### src/rtl/rr_arbiter_8_64bit.sv
// 8-way round-robin arbiter owning the select of a 64-bit 8:1 data mux.
// Define ARB_TIMEOUT_EN to force-release grants held for MAX_HOLD cycles.

module mux_8_64bit (
  input  logic [2:0]  SEL,
  input  logic [63:0] IN0,
  input  logic [63:0] IN1,
  input  logic [63:0] IN2,
  input  logic [63:0] IN3,
  input  logic [63:0] IN4,
  input  logic [63:0] IN5,
  input  logic [63:0] IN6,
  input  logic [63:0] IN7,
  output logic [63:0] OUT
);
  always_comb begin
    OUT = '0;
    case (SEL)
      3'd0: OUT = IN0;
      3'd1: OUT = IN1;
      3'd2: OUT = IN2;
      3'd3: OUT = IN3;
      3'd4: OUT = IN4;
      3'd5: OUT = IN5;
      3'd6: OUT = IN6;
      default: OUT = IN7;
    endcase
  end
endmodule

module rr_arbiter_8_64bit #(
  parameter int unsigned MAX_HOLD = 16
) (
  input  logic        CLK,
  input  logic        RESET,
  input  logic [7:0]  REQ,
  input  logic [63:0] IN0,
  input  logic [63:0] IN1,
  input  logic [63:0] IN2,
  input  logic [63:0] IN3,
  input  logic [63:0] IN4,
  input  logic [63:0] IN5,
  input  logic [63:0] IN6,
  input  logic [63:0] IN7,
  input  logic        DONE,
  output logic [7:0]  GNT,
  output logic [2:0]  SEL,
  output logic [63:0] OUT,
  output logic        VALID,
  output logic        TIMEOUT
);
  typedef enum logic {IDLE, GRANT} state_t;

  state_t     state_q, state_d;
  logic [7:0] gnt_q, gnt_d;
  logic [2:0] sel_q, sel_d;
  logic [2:0] last_q, last_d;
  logic [2:0] pick, idx;
  logic       found;
  logic       release_ev;
  logic       force_rel;

  // Search starts one past the last winner, so the previous owner comes last.
  always_comb begin
    pick  = last_q;
    idx   = '0;
    found = 1'b0;
    for (int unsigned k = 1; k <= 8; k++) begin
      idx = last_q + 3'(k);
      if (!found && REQ[idx]) begin
        pick  = idx;
        found = 1'b1;
      end
    end
  end

  assign release_ev = DONE || !REQ[sel_q];

`ifdef ARB_TIMEOUT_EN
  localparam logic [7:0] HOLD_LAST = 8'(MAX_HOLD - 1);
  logic [7:0] cnt_q, cnt_d;
  logic       timeout_q, timeout_d;

  assign force_rel = (state_q == GRANT) && !release_ev && (cnt_q == HOLD_LAST);
  assign TIMEOUT   = timeout_q;
`else
  assign force_rel = 1'b0;
  assign TIMEOUT   = 1'b0;
`endif

  always_comb begin
    state_d = state_q;
    gnt_d   = gnt_q;
    sel_d   = sel_q;
    last_d  = last_q;
`ifdef ARB_TIMEOUT_EN
    cnt_d     = cnt_q;
    timeout_d = 1'b0;
`endif
    case (state_q)
      IDLE: begin
        gnt_d = '0;
        if (found) begin
          state_d = GRANT;
          gnt_d   = 8'(1) << pick;
          sel_d   = pick;
          last_d  = pick;
`ifdef ARB_TIMEOUT_EN
          cnt_d   = '0;
`endif
        end
      end
      default: begin
        if (release_ev || force_rel) begin
`ifdef ARB_TIMEOUT_EN
          timeout_d = force_rel;
          cnt_d     = '0;
`endif
          if (found) begin
            gnt_d  = 8'(1) << pick;
            sel_d  = pick;
            last_d = pick;
          end else begin
            state_d = IDLE;
            gnt_d   = '0;
          end
        end else begin
`ifdef ARB_TIMEOUT_EN
          cnt_d = cnt_q + 8'd1;
`endif
        end
      end
    endcase
  end

  always_ff @(posedge CLK) begin
    if (RESET) begin
      state_q <= IDLE;
      gnt_q   <= '0;
      sel_q   <= '0;
      last_q  <= 3'd7;
`ifdef ARB_TIMEOUT_EN
      cnt_q     <= '0;
      timeout_q <= 1'b0;
`endif
    end else begin
      state_q <= state_d;
      gnt_q   <= gnt_d;
      sel_q   <= sel_d;
      last_q  <= last_d;
`ifdef ARB_TIMEOUT_EN
      cnt_q     <= cnt_d;
      timeout_q <= timeout_d;
`endif
    end
  end

  assign GNT   = gnt_q;
  assign SEL   = sel_q;
  assign VALID = (state_q == GRANT);

  mux_8_64bit u_mux (
    .SEL (sel_q),
    .IN0 (IN0),
    .IN1 (IN1),
    .IN2 (IN2),
    .IN3 (IN3),
    .IN4 (IN4),
    .IN5 (IN5),
    .IN6 (IN6),
    .IN7 (IN7),
    .OUT (OUT)
  );
endmodule
### config.mk
export PLATFORM = sky130hd
export DESIGN_NAME = rr_arbiter_8_64bit
export DESIGN_NICKNAME = d
export VERILOG_FILES = /design/src/rtl/rr_arbiter_8_64bit.sv
export SDC_FILE = /design/constraint.sdc
export NUM_CORES = 1
export LEC_CHECK = 0
export BUFFER_PORTS_ARGS = -buffer_cell sky130_fd_sc_hd__buf_4
export CORE_AREA = 2 2 232 234
export DETAILED_ROUTE_END_ITERATION = 8
export DIE_AREA = 0 0 234 236
export MAX_ROUTING_LAYER = met4
export SKIP_CTS_REPAIR_TIMING = 1
export SYNTH_ARGS = -nofsm -noshare
export SYNTH_HDL_FRONTEND = slang
export SYNTH_SLANG_ARGS = --single-unit
### constraint.sdc
create_clock -name CLK -period 8.7 [get_ports CLK]
set_input_delay 0.435 -clock CLK [delete_from_list [all_inputs] [get_ports CLK]]
set_output_delay 0.435 -clock CLK [all_outputs]
set_load 0.005 [all_outputs]
==> results.md <==
* Hold Path Origin: RESET
* CTS clk-pin slew, worst paths at 0.05 ns
* Dpl cell area at 10700 µm²
* Worst Hold Class: input pin to flip-flop
* Worst hold margin at 0.453 ns
* Final WS setup at 4.45 ns
* Fillers at 5944
* Final WL at 42800 µm
* Initial DRC Count at 715
* Chip width at 234 µm
* Syn Area/Cell at 7.20 µm²
* CP endpoint kind: flip-flop
* Final ANT Viol Nets at 0
* Nets at 1826
* Outcome: finished, final reports clean
* Port buffer count at 598
* Total gr overflow at 0
* R2r worst-path depth at 10
* Number of global-route vias before repair at 8654
* DP Wirelength at 35800 µm
* Post-synthesis simple-gate area fraction at 18.9%
* Pwr/cell area at 246 nW/µm²
* Largest net degree at the start of global routing at 88
* Synthesized-area fraction occupied by adder cells at 0.451%
* Worst R2R Start: last_q[0]$_SDFFE_PP1P_
* Multiplexer share of the synthesized area at 29.4%
* CP required at 8.84 ns
* Unrepaired setup endpoints after global routing: no
* GRT Util Overall at 14.9%
* Switching Share at 52.6%
* Combinational group share of total power at 89.7%
* Layout cell share with drive strength beyond 1 at 54.8%
* Via count at 8747
* Clock network fraction of total power at 3.3%
* CTS tree: built
* Yosys warns at 0
* DRT Pass-1 Iters at 5
* Post-route setup TNS at 0 ns
* Mapped cell area at 5550 µm²
* Reg power frac at 7.0%
* Worst-margin pin slew at 1.17 ns
* Top cell type's share of synthesized area at 11.4%
* Row cnt at 85
* Top_reg_cell synth: dfxtp_1
* Sequential fraction of the synthesis area at 5.41%
* H-tree levels at 1
* Area Growth Syn to Fin at 94.3%
* Post-synth ARST share at 0%
* CP arrival at 4.39 ns
* Setup-failing EPs final at 0
* R2R Setup Slk at 4.45 ns
* Die height at 236 µm
* Residual DRC at 0
* Leakage power at 4.74 nW
* Post-synth EDFFs at 0
* Hold path endpoint: SEL[1]$_SDFFE_PP0P_
* Fmax at 235 MHz
* Clk sinks at 15
* Cells after Synth at 771
* First-pass GRT wire length at 59400 µm
* Most frequent cells in the layout: buf_4 (609), nor2_1 (126), a21oi_1 (63)
* Count of cell types in the netlist at 59
* Largest family of logic cells by synthesized area: compound AO/OA/AOI/OAI gates
* CTS Buf Count at 3
* Clock buffer depth at 2
* Period utilisation layout at 48.9%
* Post-route cell area at 10800 µm²
* Routability Congestion at 0.975
* Pre-CTS setup slack at 4.43 ns
* Count of final max-slew check failures at 0
* Clock root cell: clkbuf_16
* Hold depth at 2
* Synth area leader: mux4_2
* Worst vdd rail ir drop at 85.4 µV
* Ports at 600
* Syn Nets at 1296
* Sw Pwr at 1.40 mW
* Synth top area cells: mux4_2 (11%), mux2_2 (9.5%), nor2_1 (8.6%)
* Post-Layout Cell Count at 1997
* R2R Path End: GNT[2]$_SDFFE_PP0N_
* Tot Pwr at 2.66 mW
* Compound-gate portion of the synthesized area at 38.2%
* Crit path time final at 4.25 ns
* Routed WL per cell at 21.4 µm
* Core Util, Final at 20.3%
* Placed cell count at 1992
* Die Area at 55200 µm²
* Initial antenna violation count at 6
* Most common cell after layout, fill and taps aside: buf_4
* Max_cap viols at 0
* Skew final at 0.00135 ns
* Seq cells post-synth at 15
* Initial Util at 10.5%
* Relative slew slack at 22.2%
* Startpoint types: flip-flop
* Internal power at 1.26 mW
* Synth Area in XOR/XNOR at 1.04%
* Critical Setup Path Class: flip-flop to flip-flop
* Via density at 4.38
* CORE AREA at 53100 µm²
* Skew-Pair Late Insertion Delay at 0.24 ns
* Crit-path max FO at 19
* Hold Violations, Final at 0
[cell usage after synthesis (all sizes together) (4+ instances only)]
| cell type | count |
|---|---|
| mux2i | 40 |
| o221ai | 20 |
| o22ai | 26 |
| o31ai | 4 |
| nor2b | 20 |
| clkbuf | 63 |
| nand3 | 9 |
| inv | 6 |
| o21ai | 48 |
| dfxtp | 15 |
| mux2 | 47 |
| nand3b | 5 |
| a31oi | 17 |
| a21oi | 63 |
| a211oi | 21 |
| nor2 | 127 |
| mux4 | 30 |
| buf | 22 |
| nand2 | 54 |
| a22oi | 32 |
| nand2b | 5 |
| a221oi | 35 |
| o22a | 27 |
[logic make-up (layout without fill, tap and decap cells)]
kind of cell,after synthesis,after routing
and+or+nand+nor,234,234
AOI/OAI and AO/OA,307,307
buffers and inverters,91,620
xor gates and xnor gates,4,4
DFF,15,15
muxes,117,117
adders and majority gates,2,2
other,1,2
[per-layer routing]
metal,track usage (%),up-vias,wire length [µm]
li1,-,4053,-
met1,20.5,4182,19200
met2,24.2,487,20400
met3,1.47,25,2720
met4,1.67,0,466
met5,-,-,0
[state kept, by name, summed over array words and instances, names as in the netlist]
register	count
last_q	3
SEL	3
VALID	1
GNT	8
[power groups by stage]
stage | sequential, mW | clock, mW | combinational (mW)
after floorplan | 0.109 | 0 | 1.42
after global placement | 0.188 | 0 | 2.38
after detailed placement | 0.190 | 0 | 2.39
after CTS | 0.189 | 0.0894 | 2.40
after global routing | 0.196 | 0.0914 | 2.57
final | 0.185 | 0.0878 | 2.39
[final cells by class]
type / instances / area, µm² / area share, %
diodes: 1 / 2.50 / 0.0232
clock buffers: 4 / 78.8 / 0.731
inverters: 6 / 22.5 / 0.209
multi-input cells: 665 / 4910 / 45.5
flip-flops and latches: 15 / 312 / 2.89
well taps: 696 / 871 / 8.07
repair buffers: 610 / 4590 / 42.6
[how the worst max path moves through the flow]
stage,from,endpoint,slack [ns],depth (start not counted)
after floorplan,last_q[1]$_SDFFE_PP1P_,GNT[1]$_SDFFE_PP0N_,5.42,13
after global placement,last_q[0]$_SDFFE_PP1P_,GNT[6]$_SDFFE_PP0N_,4.69,10
after detailed placement,last_q[0]$_SDFFE_PP1P_,GNT[2]$_SDFFE_PP0N_,4.43,10
after CTS,last_q[0]$_SDFFE_PP1P_,GNT[2]$_SDFFE_PP0N_,4.45,10
after global routing,last_q[0]$_SDFFE_PP1P_,GNT[2]$_SDFFE_PP0N_,4.12,10
final,last_q[0]$_SDFFE_PP1P_,GNT[2]$_SDFFE_PP0N_,4.45,10
[critical path: stages, from the launching register on]
cell and delay (ns):
dfxtp_1 0.96, inv_1 0.31, ha_1 0.75, mux2i_1 0.34, mux2i_1 0.17, o221ai_4 0.29
nand3_1 0.20, nand3b_1 0.22, a311oi_1 0.39, nor2_1 0.20, o31ai_1 0.31
(Power assumes the default switching activity.)
